[src/rtl/qsp_iq_dispatch.sv]
// qsp_iq_dispatch: IQ0 producer for the QSP core.
// Buffers host instruction words in a circular queue and presents one
// registered word per cycle to core decode, filling with NOP_INSN when
// nothing can be issued (empty queue, flush) and holding during stall.
module qsp_iq_dispatch #(
    parameter int          DEPTH     = 8,
    parameter logic [31:0] NOP_INSN  = 32'h0000_0000,
    parameter int          CNT_WIDTH = 16
) (
    input  logic                       clk,
    input  logic                       rst,
    input  logic                       in_valid,
    output logic                       in_ready,
    input  logic [31:0]                in_instr,
    input  logic                       stall,
    input  logic                       flush,
    output logic [31:0]                instruction,
    output logic                       issue_valid,
    output logic [$clog2(DEPTH):0]     occupancy,
    output logic                       empty,
    output logic                       full,
    output logic [CNT_WIDTH-1:0]       issued_cnt
);

    localparam int PTR_W = $clog2(DEPTH);
    localparam int OCC_W = PTR_W + 1;

    logic [31:0]      mem [DEPTH];
    logic [PTR_W-1:0] wr_ptr;
    logic [PTR_W-1:0] rd_ptr;
    logic             push;
    logic             pop;

    // Status and handshake derived from the registered fill level
    always_comb begin
        empty    = (occupancy == '0);
        full     = (occupancy == OCC_W'(DEPTH));
        in_ready = !full && !flush;
        push     = in_valid && in_ready;
        pop      = !empty && !stall && !flush;
    end

    // Queue storage write; pointers decide what is live, so no reset needed
    always_ff @(posedge clk) begin
        if (push) begin
            mem[wr_ptr] <= in_instr;
        end
    end

    // Pointers and fill level; power-of-two DEPTH lets pointers wrap naturally
    always_ff @(posedge clk) begin
        if (rst || flush) begin
            wr_ptr    <= '0;
            rd_ptr    <= '0;
            occupancy <= '0;
        end else begin
            if (push) begin
                wr_ptr <= wr_ptr + PTR_W'(1);
            end
            if (pop) begin
                rd_ptr <= rd_ptr + PTR_W'(1);
            end
            case ({push, pop})
                2'b10:   occupancy <= occupancy + OCC_W'(1);
                2'b01:   occupancy <= occupancy - OCC_W'(1);
                default: occupancy <= occupancy;
            endcase
        end
    end

    // Registered issue stage: flush beats stall, stall holds, else pop or NOP
    always_ff @(posedge clk) begin
        if (rst) begin
            instruction <= NOP_INSN;
            issue_valid <= 1'b0;
            issued_cnt  <= '0;
        end else if (flush) begin
            instruction <= NOP_INSN;
            issue_valid <= 1'b0;
        end else if (stall) begin
            instruction <= instruction;
            issue_valid <= issue_valid;
        end else if (pop) begin
            instruction <= mem[rd_ptr];
            issue_valid <= 1'b1;
            issued_cnt  <= issued_cnt + CNT_WIDTH'(1);
        end else begin
            instruction <= NOP_INSN;
            issue_valid <= 1'b0;
        end
    end

endmodule

[config.mk]
export PLATFORM = sky130hd
export DESIGN_NAME = qsp_iq_dispatch
export DESIGN_NICKNAME = d
export VERILOG_FILES = /design/src/rtl/qsp_iq_dispatch.sv
export SDC_FILE = /design/constraint.sdc
export NUM_CORES = 1
export LEC_CHECK = 0
export ABC_CLOCK_PERIOD_IN_PS = 4000
export BUFFER_PORTS_ARGS = -buffer_cell sky130_fd_sc_hd__buf_4
export CAP_MARGIN = 0
export CORE_UTILIZATION = 54
export CTS_BUF_LIST = sky130_fd_sc_hd__clkbuf_16
export CTS_CLUSTER_DIAMETER = 100
export DETAILED_ROUTE_END_ITERATION = 8
export HOLD_SLACK_MARGIN = 0.12
export PLACE_DENSITY = 0.87
export SYNTH_ARGS = -nofsm -noshare
export SYNTH_HDL_FRONTEND = slang
export SYNTH_SLANG_ARGS = --single-unit
[constraint.sdc]
create_clock -name clk -period 4 [get_ports clk]
set_clock_uncertainty 0.2 [all_clocks]
set_input_delay 0.2 -clock clk [delete_from_list [all_inputs] [get_ports clk]]
set_output_delay 0.2 -clock clk [all_outputs]
set_load 0.005 [all_outputs]
* Word level (Yosys, flattened, before mapping)
Memory sizes are Yosys's and may differ from the RTL's. A register that Yosys moved wholly into a read port is not among the register bits.
Cells that the tools add are included.
** Cells by class
- Reductions and logical operators :: 13
- Bitwise operators :: 2
- Equality and inequality tests :: 3
- Mux-type cells :: 7
- Add/sub/neg operators :: 5
** Operators by type and width (count)
- 32-bit 2-to-1 mux :: 1
- 16-bit by 1-bit adder with 16-bit output, second input constant :: 1
- 4-bit one-hot mux with 2 select lines :: 1
- 3-bit by 1-bit adder with 3-bit output, second input constant :: 2
- 3-bit 2-to-1 mux :: 2
- 4-bit by 1-bit adder with 4-bit output, second input constant :: 1
- 4-bit equality test, second input constant :: 1
- 1-bit logical AND :: 4
- 1-bit zero test :: 4
- 4-bit zero test :: 1
- 4-bit by 1-bit subtractor with 4-bit output, second input constant :: 1
- 1-bit 2-to-1 mux :: 3
- 3-bit AND reduction :: 1
- 2-bit by 1-bit equality test with 1-bit output, second input constant :: 1
- 2-bit equality test, second input constant :: 1
- 1-bit inverter :: 2
- 2-bit nonzero test :: 1
- 2-bit OR reduction :: 1
- 1-bit logical OR :: 1
** Word-level totals
- Bits of input ports :: 37
- Register bits after elaboration :: 59
- RAM bits :: 256
- Memories kept :: 1
** Memory list
- mem :: words 8, width 32, rd ports 1, clocked after memory_dff 1, wr ports 1, RTL line 28 : logic [31:0] mem [DEPTH];

* Depth between registers and ports, before layout
- Depth in word-level cells :: 6
- Gate-level depth with buffers :: 12

* Worst setup path before layout
Ideal clock, no wire load.
- Path kind :: register -> register
- Start point :: register occupancy[0]
- End point :: memory mem[0][0] (enable)
- Stages on the path, launching flop included :: 5
- Buffers on the path :: 0
- Arrival :: 3206 ps
- Slack :: 133 ps
- Clock period less this slack :: 3867 ps
- Required time :: 3339 ps
- Cell sequence :: dfxtp_1 > nor4b_2 > nor3b_2 > nand2b_1 > nor3_1
** Between the ends
- Word-level cells in the longest chain between the ends :: 6
** Ends and longest elaborated chain
- start: declaration :: RTL line 19 : output logic [$clog2(DEPTH):0] occupancy,
- start signal: assignment :: RTL line 64 : 2'b10: occupancy <= occupancy + OCC_W'(1);
- start signal: assignment :: RTL line 65 : 2'b01: occupancy <= occupancy - OCC_W'(1);
- start signal: assignment :: RTL line 66 : default: occupancy <= occupancy;
- 4-bit equality test :: RTL line 37 : full = (occupancy == OCC_W'(DEPTH));
- via full :: RTL line 21 : output logic full,
- 1-bit zero test :: RTL line 38 : in_ready = !full && !flush;
- 1-bit logical AND :: RTL line 38
- 1-bit logical AND :: RTL line 39 : push = in_valid && in_ready;
- 1-bit 2-to-1 mux :: RTL line 45 : if (push) begin
- 1-bit 2-to-1 mux (implied by the code) :: RTL line 46 : mem[wr_ptr] <= in_instr;
- end: declaration :: RTL line 28
The timed path passes the listed nets, and every way through them passes these cells.

* Worst setup path in the final report
- Start point :: register occupancy[0]
- End point :: register occupancy[2]
** Between the ends
- Word-level cells in the longest chain between the ends :: 6
** Ends and longest elaborated chain
- 4-bit equality test or 4-bit zero test (tied branches) :: RTL line 37, 36
- 1-bit zero test, on equally long branches :: RTL line 38, 40
- 1-bit logical AND, on equally long branches :: RTL line 38, 40
- 1-bit logical AND, on equally long branches :: RTL line 39, 40
- 2-bit by 1-bit equality test with 1-bit output or 2-bit equality test (tied branches) :: RTL line 63 : case ({push, pop})
- 4-bit one-hot mux with 2 select lines or 2-bit nonzero test (tied branches)
Several ways; a longest one is shown, not always the timed one.
A chain may end at the register's enable or synchronous reset.

==> impl_metrics.toml <==
[sta]
slew_headroom_pct = 27.1
fin_crit_sh_pct = 74.6
rsz0062_at_grt = "false"
setup_viol = 0
period_minus_slack_ns = 2.98
hold_viol = 0
max_freq_ghz = 0.335
tns_ns = 0
worst_pin_slew_ns = 1.09
slew_violations = 0

[synth]
yosys.area.top_type = "edfxtp_1"
async_flop_share_pct = 0
synth_top_flop_cell = "edfxtp_1"
synth-compound-area-share_pct = 6.90
ys_warn_count = 0
synth.top_cell.area_share_pct = 62.8
synth_most_common_cell = "edfxtp_1"
ys_top_cells_by_count = "edfxtp_1 (256), mux2i_1 (68), dfxtp_1 (62)"
synth.distinct_cells = 41
synthesis.nets = 763
ys_seq_area_share_pct = 72.9
ys_ff_latch = 318
netlist_area_um2 = 12200
synth_area_per_cell_um2 = 17.0
synth_edf_count = 256
synth_fa_ha_area_share_pct = 0.613
synthSimpleGateAreaFrac_pct = 4.94
yosys-top-cells-area = "edfxtp_1 (63%), dfxtp_1 (10%), mux4_2 (5.9%), mux2i_1 (5.6%), o211ai_2 (2.0%)"
synth_top_family_by_area = "multiplexers"
syn_inst = 720
synth_mux_area_share_pct = 11.4
yosys.area_share.xor_xnor_pct = 1.07

[placed_design]
port_buffers = 92
dp.cells = 1066
place_congestion = 0.739
dpl.hpwl_mm = 14.9

[setup_path]
r2r_start = "occupancy[0]"
startpoint_type = "register"
slowest_delay_ns = 0.62
crit_fanout = 15
critPathArrivalTime_ns = 3.25
critPathKind = "reg2reg"
reg2reg_slack_ns = 1.02
path_buf_inv = 2
required_ns = 4.27
crit_chain = "or4_4 > inv_2 > nor3_4 > buf_4 > ha_1 > xor2_1 > ha_1 > a21oi_1 > xor2_1 > or3_1 > a21oi_1"
cp_top_family = "simple AND/OR/NAND/NOR gates"
setup.worst_path.end_class = "register"
crit_path_top_delay_cell = "or4_4"
reg2reg_depth = 11
r2r_end = "occupancy[2]"

[final_layout]
areaGrowthSynthToFinish_pct = 20.1
fillers = 1439
stdcell_count = 1161
nNetsFinal = 899
drive_above_1_share_pct = 25.6

[clock_network]
cts_hold_buffers = 37
worst_skew_pair.late_latency_ns = 0.55
clk_pin_slew_ns = 0.06
cts_root_buffer = "clkbuf_16"
cts_tree = "yes"
clockBufferDepth = 3
numCtsBuffers = 31
cts_setup_buffers = 0
numClockSinks = 318
htree_levels = 1
cts_resized = 0

[run_status]
outcome = "finished with violations"
violations = "DRC"

[hold_path]
min-delay-start = "in_instr[5]"
holdPathEnd = "mem[0][5]"
hold_depth = 2
holdCritPathClass = "in2reg"

[routing]
wl_per_cell_um = 22.1
drt_iter0_markers = 459
wl_mm = 25.6
first_pass_iters = 7
routed_via_density = 5.93
ant_nets = 0
vias = 6884
drc = 8

[power]
total_leakage_power_uw = 0.00470
max-vdd-ir-drop_mv = 0.329
p_per_area_nw_per_um2 = 465

[global_route]
overflow = 0
antenna_found_initial = 1
grt_pass1_wl_mm = 39.5
grt_max_degree = 51
track_usage_pct = 22.1
grt_pass1_vias = 7031

[die]
rows = 54
die_h_um = 153
die_w_um = 153
num_io_pins = 93
fp.coreArea_um2 = 22000
initial_utilization_pct = 55.6
dieArea_um2 = 23300

[run]
max_cap_violations = 0
## routing by layer
layer  vias up  global-route usage (%)  part of all wire (%)
li1       3101                       -                     -
met1      3450                    28.5                    40
met2       276                    37.8                    51
met3        57                    4.21                   6.7
met4         0                    7.89                   2.5
met5         -                       0                     0
## cell families (layout without fill, tap and decap cells)
kind of cell / Yosys count / in the layout
AO/OA/AOI/OAI: 116 / 116
XOR/XNOR: 15 / 15
adder cells (fa/ha/maj): 6 / 6
buffers and inverters: 49 / 209
flip-flops: 318 / 318
multiplexers: 100 / 100
other: 0 / 1
AND/OR/NAND/NOR: 116 / 116
## cells in the final DEF, fill, tap and decap left out, types with 4 or more instances in the layout
master / synthesis / final
edfxtp_1: 256 / 256
buf_4: 5 / 112
mux2i_1: 68 / 68
dfxtp_1: 62 / 59
a21oi_1: 42 / 42
nand2_1: 38 / 38
dlygate4sd3_1: 0 / 37
mux4_2: 32 / 32
a22oi_1: 32 / 32
clkbuf_16: 0 / 31
nor2_1: 29 / 23
o211ai_2: 20 / 20
clkinv_1: 0 / 13
o211ai_1: 12 / 12
xor2_1: 10 / 10
nand4_1: 7 / 7
o21ai_0: 7 / 7
bufinv_16: 0 / 7
nor2_4: 0 / 6
or3_1: 6 / 6
nand3_1: 6 / 6
ha_1: 6 / 6
inv_1: 2 / 5
and4_1: 5 / 5
xnor2_1: 5 / 5
nand2b_1: 4 / 4
and2_1: 4 / 4
## how the worst max path moves through the flow
stage | start | end | slack [ns] | cells past startpoint
CTS | occupancy[0] | occupancy[2] | 1.03 | 11
detailed placement | occupancy[0] | occupancy[2] | 1.05 | 11
finish | occupancy[0] | occupancy[2] | 1.02 | 11
floorplan | occupancy[0] | mem[0][0] | 0.13 | 4
global placement | occupancy[0] | occupancy[2] | 1.11 | 11
global route | occupancy[0] | occupancy[2] | 0.86 | 11
## state kept, by name, summed over array words and instances, names as in the netlist, named ones only
name and flops:
instruction 32, issue_valid 1, issued_cnt 16, mem 256
occupancy 4, rd_ptr 3, wr_ptr 3
## where the power goes
part / switching [uW] / leakage (uW) / internal, uW
registers: 7.75 / 0.00281 / 3590
clock network: 1210 / 0.000527 / 1850
logic: 102 / 0.00136 / 78.1
## cell type report
class | count | area (um2) | area share, %
inverters | 3 | 11.3 | 0.0766
repair buffers | 149 | 1210 | 8.24
flip-flops and latches | 318 | 8930 | 60.8
clock inverters | 26 | 294 | 2.00
multi-input cells | 353 | 3120 | 21.2
diodes | 1 | 2.50 | 0.0170
well taps | 280 | 350 | 2.38
clock buffers | 31 | 776 | 5.28
## stage by stage
step	utilization, %	setup slack [ns]	hold slack [ns]	power, uW	area (um2)
after global routing	66.7	0.856	0.228	7010	14700
final	66.7	1.02	0.227	6840	14700
after global placement	60.2	1.11	0.234	3810	13300
after detailed placement	60.2	1.05	0.239	3820	13300
after CTS	66.7	1.03	0.214	6860	14700
after floorplan	-	0.133	0.0989	3730	12200
Note: power is estimated with default switching activity, not from simulation.
